$ cat config.mk
export PLATFORM = sky130hd
export DESIGN_NAME = dec_counter_param
export DESIGN_NICKNAME = d
export VERILOG_FILES = /design/src/rtl/dec_counter_pkg.sv /design/src/rtl/dec_counter_param.sv
export SDC_FILE = /design/constraint.sdc
export NUM_CORES = 1
export LEC_CHECK = 0
export ABC_CLOCK_PERIOD_IN_PS = 1800
export CORE_MARGIN = 2
export CORE_UTILIZATION = 30
export CTS_CLUSTER_DIAMETER = 80
export DETAILED_ROUTE_END_ITERATION = 10
export GPL_TIMING_DRIVEN = 0
export PLACE_DENSITY_LB_ADDON = 0.2
export SETUP_SLACK_MARGIN = 0.1
export SKIP_CTS_REPAIR_TIMING = 1
export SLEW_MARGIN = 20
export SYNTH_ARGS = -nofsm -noshare
export SYNTH_HDL_FRONTEND = slang
export SYNTH_SLANG_ARGS = --single-unit
$ cat constraint.sdc
create_clock -name clk -period 1.8 [get_ports clk]
set_input_delay 0.18 -clock clk [delete_from_list [all_inputs] [get_ports clk]]
set_output_delay 0.18 -clock clk [all_outputs]
set_load 0.01 [all_outputs]
$ cat src/rtl/dec_counter_pkg.sv
// Shared types and constants for the parametrised down-counter.
package dec_counter_pkg;

    typedef enum logic {IDLE, COUNT} state_t;
    typedef enum logic {MODE_ONESHOT, MODE_RELOAD} mode_t;

    localparam int unsigned RELOAD_CNT_W = 16;

endpackage

$ cat src/rtl/dec_counter_param.sv
// Parametrised down-counter with valid/ready threshold load, one-shot/auto-reload and abort.
// Optional reload-event counter output enabled by defining DEC_COUNTER_RELOAD_CNT_EN.
module dec_counter_param
    import dec_counter_pkg::*;
#(
    parameter int unsigned WIDTH    = 8,
    parameter int unsigned RST_MODE = 0
) (
    input  logic             clk,
    input  logic             i_arst,
    input  logic             i_threshold_val,
    input  logic [WIDTH-1:0] i_threshold,
    input  logic             i_mode,
    input  logic             i_step,
    input  logic             i_stop,
    output logic             o_ready,
    output logic             o_busy,
    output logic [WIDTH-1:0] o_data_counter,
`ifdef DEC_COUNTER_RELOAD_CNT_EN
    output logic [RELOAD_CNT_W-1:0] o_reload_cnt,
`endif
    output logic             o_done
);

    localparam logic [WIDTH-1:0] ZERO     = '0;
    localparam logic [WIDTH-1:0] ONE      = WIDTH'(1);
    localparam mode_t            MODE_RST = (RST_MODE == 0) ? MODE_ONESHOT : MODE_RELOAD;

    state_t           state_q, state_d;
    mode_t            mode_q, mode_d;
    logic [WIDTH-1:0] count_q, count_d;
    logic [WIDTH-1:0] thresh_q, thresh_d;
    logic             done_q, done_d;
    logic             load_acc;

    assign load_acc = i_threshold_val && (state_q == IDLE);

    always_comb begin
        state_d  = state_q;
        mode_d   = mode_q;
        count_d  = count_q;
        thresh_d = thresh_q;
        done_d   = 1'b0;
        case (state_q)
            IDLE: begin
                if (load_acc) begin
                    thresh_d = i_threshold;
                    mode_d   = mode_t'(i_mode);
                    // A zero threshold is a zero-length period: done without ever counting.
                    if (i_threshold == ZERO) begin
                        done_d = 1'b1;
                    end else begin
                        state_d = COUNT;
                        count_d = i_threshold;
                    end
                end
            end
            COUNT: begin
                if (i_stop) begin
                    state_d = IDLE;
                    count_d = ZERO;
                end else if (i_step) begin
                    if (count_q == ONE) begin
                        done_d = 1'b1;
                        if (mode_q == MODE_RELOAD) begin
                            count_d = thresh_q;
                        end else begin
                            count_d = ZERO;
                            state_d = IDLE;
                        end
                    end else begin
                        count_d = count_q - ONE;
                    end
                end
            end
        endcase
    end

    always_ff @(posedge clk or posedge i_arst) begin
        if (i_arst) begin
            state_q  <= IDLE;
            mode_q   <= MODE_RST;
            count_q  <= ZERO;
            thresh_q <= ZERO;
            done_q   <= 1'b0;
        end else begin
            state_q  <= state_d;
            mode_q   <= mode_d;
            count_q  <= count_d;
            thresh_q <= thresh_d;
            done_q   <= done_d;
        end
    end

    assign o_ready        = (state_q == IDLE);
    assign o_busy         = (state_q == COUNT);
    assign o_data_counter = count_q;
    assign o_done         = done_q;

`ifdef DEC_COUNTER_RELOAD_CNT_EN
    logic [RELOAD_CNT_W-1:0] reload_cnt_q, reload_cnt_d;

    // A done produced while counting in reload mode is a reload event; loads restart the tally.
    always_comb begin
        reload_cnt_d = reload_cnt_q;
        if (load_acc) begin
            reload_cnt_d = '0;
        end else if (done_d && (mode_q == MODE_RELOAD) && (reload_cnt_q != {RELOAD_CNT_W{1'b1}})) begin
            reload_cnt_d = reload_cnt_q + RELOAD_CNT_W'(1);
        end
    end

    always_ff @(posedge clk or posedge i_arst) begin
        if (i_arst) begin
            reload_cnt_q <= '0;
        end else begin
            reload_cnt_q <= reload_cnt_d;
        end
    end

    assign o_reload_cnt = reload_cnt_q;
`endif

endmodule

==> flow_metrics.tcl, run 1 <==
set metrics [dict create \
    power_w 0.00194 \
    synth_largest_type_area_fraction_pct 40.4 \
    timing.rr.start "o_data_counter[1]" \
    die_y_um 66.6 \
    synth-async-reset-ratio_pct 100 \
    seq_area_frac_synth_pct 40.4 \
    globalRoute.busiestLayer "met2" \
    internal_power_w 0.00117 \
    die_area_mm2 0.00444 \
    numCtsBuffers 3 \
    cap_violations 0 \
    dp_hpwl_um 2420 \
    vias_per_cell 5.63 \
    grt_usage_pct 17.3 \
    worstPathArrival_ps 1900 \
    ys_types 40 \
    synth_enable_flop_cells 0 \
    worst_setup_path_end_kind "flip-flop" \
    cts_htree_levels 1 \
    setup.worst_path.class "flip-flop to flip-flop" \
    initialDrtViolationCount 89 \
    dr.pass1.iters 4 \
    grt_first_pass_wirelength_um 5700 \
    detailed_place.area_mm2 0.00148 \
    post_synth_inst_count 125 \
    synth_nets 141 \
    die_width_um 66.6 \
    ys.warnings.count 0 \
    rrSetupSlack_ps 50 \
    floorplan.initialDensity_pct 31.6 \
    switching_share_pct 39.6 \
    finalCritPeriodShare_pct 97.3 \
    data_required_time_at_the_worst_endpoint_ps 1950 \
    synth_largest_area_cell "dfrtp_1" \
    detail_route.wirelength_um 3520 \
    p_leak_nw 0.649 \
    ant_nets 0 \
    numClockSinks 19 \
    worst_skew_pair.late_latency_ps 260 \
    synth_most_common_cell "dfrtp_1" \
    timing.final.setup_violations 0 \
    global_route.usage.met2_pct 26.9 \
    dpl_worst_slack_ps -208 \
    synth_seq_cells 19 \
    clock-skew-final_ps 3.82 \
    grt_pass1_vias 1225 \
    core_area_mm2 0.00372 \
    grt_antenna_before_repair 0 \
    period_minus_slack_ps 1750 \
    drive_gt1_share_pct 26.3 \
    grt_overflow_total 0 \
    crit_fanout 5 \
    timing_worst_slew_pin_value_ps 828 \
    clk_network_pwr_share_pct 15.5 \
    rr_endpoint "o_data_counter[3]" \
    synthesis.area_mm2 0.00118 \
    slew_headroom_pct 44.2 \
    hold_class "input port to async pin" \
    fin_ws_ps 48.0 \
    floorplan.io_pins 25 \
    antennaDiodeCount 0 \
    cts_root_buffer "clkbuf_8" \
    syn-mean-instance-area_um2 9.41 \
    comb_power_share_pct 49.1 \
    p_seq_share_pct 35.4 \
    fmax_mhz 571 \
    timing.reg2reg.worst_path_depth 6 \
    power_density_mw_per_mm2 1150 \
    drt-wirelength-per-cell_um 16.9 \
    layout-area-overhead-vs-synth_pct 43.6 \
    cts_tree "done" \
    grt_start_max_net_pins 20 \
    post_synth_most_frequent_cells "19 x dfrtp_1, 9 x mux2_2, 9 x nor3_1" \
    placed_cells 197 \
    crit_path_start_kind "flip-flop" \
    path_clk_slew_ps 70 \
    synth.top_cells.by_area "dfrtp_1 40%, mux2_2 8.6%, nor3_1 3.8%, o21ai_0 3.4%, a211oi_1 3.2%" \
    hold_viol_final 0 \
    final.setup.tns_ps 0 \
    max_clock_buf_depth 2 \
    num_rows 22 \
    grt_util_met3_pct 2.87 \
    fin_nets 177 \
    grtUsageMet1_pct 22.7 \
    status "finished, final reports clean" \
    predominant_post_synthesis_flop_cell "dfrtp_1" \
    rsz_0062_raised_after_global_routing "yes" \
    switching_power_total_w 0.000768 \
    stdcell_area_mm2 0.00169 \
    fillers 356 \
    drc_errors 0 \
    finalWeightedCongestion 0.876 \
    final-instance-count-excl-fill 208 \
    report.final.slew_viol_count 0 \
    ir_worst_vdd_v 0.000388 \
    buffer_ports.inserted 24 \
    routed-via-count 1172 \
]
layout by cell type, fill, tap and decap left out, drive strengths merged, types with 4 or more instances in the layout:
master / netlist / routed
clkdlybuf4s50: 0 / 24
nand2: 9 / 9
nor2: 8 / 8
nor2b: 5 / 5
dfrtp: 19 / 19
nor3: 10 / 10
inv: 7 / 7
a21oi: 5 / 5
mux2: 9 / 9
a211oi: 5 / 5
o21ai: 8 / 8
buf: 1 / 8
clkbuf: 3 / 7
a31oi: 4 / 4
metal layers:
metal | vias to the layer above | wire length [µm]
met5 | - | 0
met4 | 0 | 68
met3 | 8 | 256
met2 | 63 | 1630
met1 | 562 | 1560
li1 | 539 | -
cell families after synthesis:
kind of cell	Yosys count	synth area share, %
and+or+nand+nor	44	21.0
muxes	10	9.47
adders and majority gates	2	2.13
DFF	19	40.4
AOI/OAI and AO/OA	37	21.4
xor gates and xnor gates	2	1.49
buffers and inverters	11	4.15
metrics by stage:
stage                     util [%]  hold WS [ps]
after global routing          45.5           416
after detailed placement      39.9           500
after CTS                     41.1           377
after floorplan                  -           131
final                         45.5           344
after global placement        39.9           491
sequential cells by signal, summed over array words and instances (netlist names):
register        count
thresh_q            8
mode_q              1
o_done              1
o_busy              1
o_data_counter      8
power by group through the flow:
stage          Combinational, W  Sequential [W]  Clock, W
6_report               0.000952        0.000687  0.000301
5_1_grt                 0.00104        0.000704  0.000340
4_1_cts                0.000794        0.000671  0.000308
3_5_place_dp           0.000790        0.000679         0
3_3_place_gp           0.000780        0.000673         0
2_1_floorplan          0.000478        0.000677         0
how the worst max path moves through the flow:
stage                        end  slack (ps)  depth (start not counted)         startpoint
2_1_floorplan  o_data_counter[0]         110                          5  o_data_counter[0]
3_3_place_gp   o_data_counter[7]        -220                          5     i_threshold[7]
3_5_place_dp   o_data_counter[7]        -210                          5     i_threshold[7]
4_1_cts        o_data_counter[0]        -140                          5  o_data_counter[0]
5_1_grt        o_data_counter[0]          -2                          7  o_data_counter[1]
6_report       o_data_counter[3]          50                          6  o_data_counter[1]
critical path, cell delays in order, from the launching register on:
cell	delay, ps
dfrtp_2	450
inv_2	90
ha_4	150
or4b_4	510
a211oi_2	180
a211oi_1	80
o22a_1	180
area by class of cell:
type,count,area [µm²],area share (%)
inverter,7,26.3,1.56
tap,48,60.1,3.56
clock buffer,4,45.0,2.67
multi-input combinational,95,761,45.0
sequential,19,479,28.4
buffer,4,25.0,1.48
timing repair buffer,31,293,17.3
(Power assumes the default switching activity.)
==> inputs of run 2 (changes only) <==
--- a/config.mk
+++ b/config.mk
@@ -6,6 +6,7 @@
 export NUM_CORES = 1
 export LEC_CHECK = 0
 export ABC_CLOCK_PERIOD_IN_PS = 1800
+export CAP_MARGIN = 5
 export CORE_MARGIN = 2
 export CORE_UTILIZATION = 30
 export CTS_CLUSTER_DIAMETER = 80
==> results of run 2 <==
The final DEF is identical to that of run 1; final timing and power are the same.
==> inputs of run 3 (changes only) <==
--- a/config.mk
+++ b/config.mk
@@ -7,11 +7,13 @@
 export LEC_CHECK = 0
 export ABC_CLOCK_PERIOD_IN_PS = 1800
 export CAP_MARGIN = 5
+export CORE_ASPECT_RATIO = 1.5
 export CORE_MARGIN = 2
 export CORE_UTILIZATION = 30
 export CTS_CLUSTER_DIAMETER = 80
 export DETAILED_ROUTE_END_ITERATION = 10
 export GPL_TIMING_DRIVEN = 0
+export HOLD_SLACK_MARGIN = 0.1
 export PLACE_DENSITY_LB_ADDON = 0.2
 export SETUP_SLACK_MARGIN = 0.1
 export SKIP_CTS_REPAIR_TIMING = 1
==> run 3 against run 2 <==
  * Sequential power fell by 0.6%
  * Combinational power fell by 2%
  * Design area fell by 1.4%
  * Non-clock buffer count fell by 1
  * Global-route usage rose by 0.23 points
  * Routed wire length rose by 1.2%
  * Register-to-register slack improved by 20 ps
  * Critical path type unchanged
  * Largest power group unchanged
  * Highest routed layer unchanged
==> flow_metrics.tcl, run 3 (synthesized netlist as in run 1, its figures left out) <==
set metrics [dict create \
    rrSetupSlack_ps 70 \
    worstPathArrival_ps 1880 \
    worst_setup_path_end_kind "flip-flop" \
    grt_usage_pct 17.6 \
    grt_overflow_total 0 \
    crit_fanout 4 \
    timing.reg2reg.worst_path_depth 6 \
    worstSetupStartpoint "o_data_counter[1]" \
    fillers 376 \
    data_required_time_at_the_worst_endpoint_ps 1950 \
    endpoint "o_data_counter[3]" \
    cts_root_buffer "clkbuf_8" \
    die_area_mm2 0.00445 \
    layout-area-overhead-vs-synth_pct 41.6 \
    routed-via-count 1158 \
    p_leak_nw 0.621 \
    grt_first_pass_wirelength_um 5570 \
    mostFrequentLayoutCell "clkdlybuf4s50_1" \
    vias_per_cell 5.73 \
    slew_headroom_pct 47.1 \
    report.final.slew_viol_count 0 \
    worst_skew_pair.late_latency_ps 260 \
    rr_endpoint "o_data_counter[3]" \
    crit_path_start_kind "flip-flop" \
    power_density_mw_per_mm2 1150 \
    setup.worst_path.class "flip-flop to flip-flop" \
    detailed_place.area_mm2 0.00148 \
    numClockSinks 19 \
    dp_hpwl_um 2510 \
    final_core_area_utilization_pct 44.8 \
    die_y_um 80.7 \
    timing_worst_slew_pin_value_ps 784 \
    fmax_mhz 577 \
    timing.final.setup_violations 0 \
    grt_pass1_vias 1147 \
    status "finished, final reports clean" \
    hold_viol_final 0 \
    stdcell_area_mm2 0.00167 \
    most_frequent_cells_in_the_layout "24 x clkdlybuf4s50_1, 16 x dfrtp_1, 9 x mux2_2" \
    path_clk_slew_ps 70 \
    grt_start_max_net_pins 20 \
    hold_class "input port to async pin" \
    final.setup.tns_ps 0 \
    drt-wirelength-per-cell_um 17.6 \
    dr.pass1.iters 4 \
    cap_violations 0 \
    period_minus_slack_ps 1730 \
    die_width_um 55.1 \
    floorplan.initialDensity_pct 31.6 \
    detail_route.wirelength_um 3560 \
    num_rows 27 \
    drive_gt1_share_pct 27.0 \
    clock-skew-final_ps 1.82 \
    initialDrtViolationCount 76 \
    finalWeightedCongestion 0.957 \
    buffer_ports.inserted 24 \
    max_clock_buf_depth 2 \
    fin_nets 176 \
    timing.rr.start "o_data_counter[1]" \
    ir_worst_vdd_v 0.000543 \
    rsz_0062_raised_after_global_routing "yes" \
    cts_htree_levels 1 \
    power_w 0.00192 \
    drc_errors 0 \
    core_area_mm2 0.00372 \
    floorplan.io_pins 25 \
    antennaDiodeCount 0 \
    cts_tree "done" \
    grt_antenna_before_repair 0 \
    finalCritPeriodShare_pct 96.2 \
    ant_nets 0 \
    numCtsBuffers 3 \
]
run 3: worst min path at each step:
stage,from,to,slack [ps],cells after the start
2_1_floorplan,i_arst,mode_q,130,1
3_3_place_gp,thresh_q[1],thresh_q[1],490,1
3_5_place_dp,thresh_q[2],thresh_q[2],500,1
4_1_cts,i_arst,o_data_counter[6],380,2
5_1_grt,i_arst,o_done,440,2
6_report,i_arst,o_busy,350,2
run 3: worst max-delay path, cell delays in order, from the launching register on:
cell and delay (ps):
dfrtp_2 430, inv_2 80, ha_4 140, or4b_4 510
a211oi_2 210, a211oi_1 80, o22a_1 170
run 3: layout make-up:
cell class / count / area (µm²) / share of cell area [%]
multi-input combinational: 95 / 747 / 44.9
sequential: 19 / 479 / 28.8
timing repair buffer: 30 / 289 / 17.4
tap: 43 / 53.8 / 3.23
clock buffer: 4 / 45.0 / 2.70
inverter: 7 / 26.3 / 1.58
buffer: 4 / 25.0 / 1.50
run 3: per-layer routing:
layer	up-vias	wire length [µm]	global-route usage, %
met4	0	82	9.02
met5	-	0	0
met1	569	1370	21.1
met2	42	1960	28.8
li1	537	-	-
met3	10	151	2.97
run 3: stage by stage:
step                      hold slack [ps]  std cells  setup slack [ps]
after global placement                494        192              -223
after global routing                  444        202              5.27
after floorplan                       131        125               110
after CTS                             384        196              -154
after detailed placement              496        192              -266
final                                 350        202              67.7
run 3: power breakdown:
group          switching [W]  internal [W]
clock network       0.000148      0.000158
registers           0.000144      0.000540
logic               0.000471      0.000462
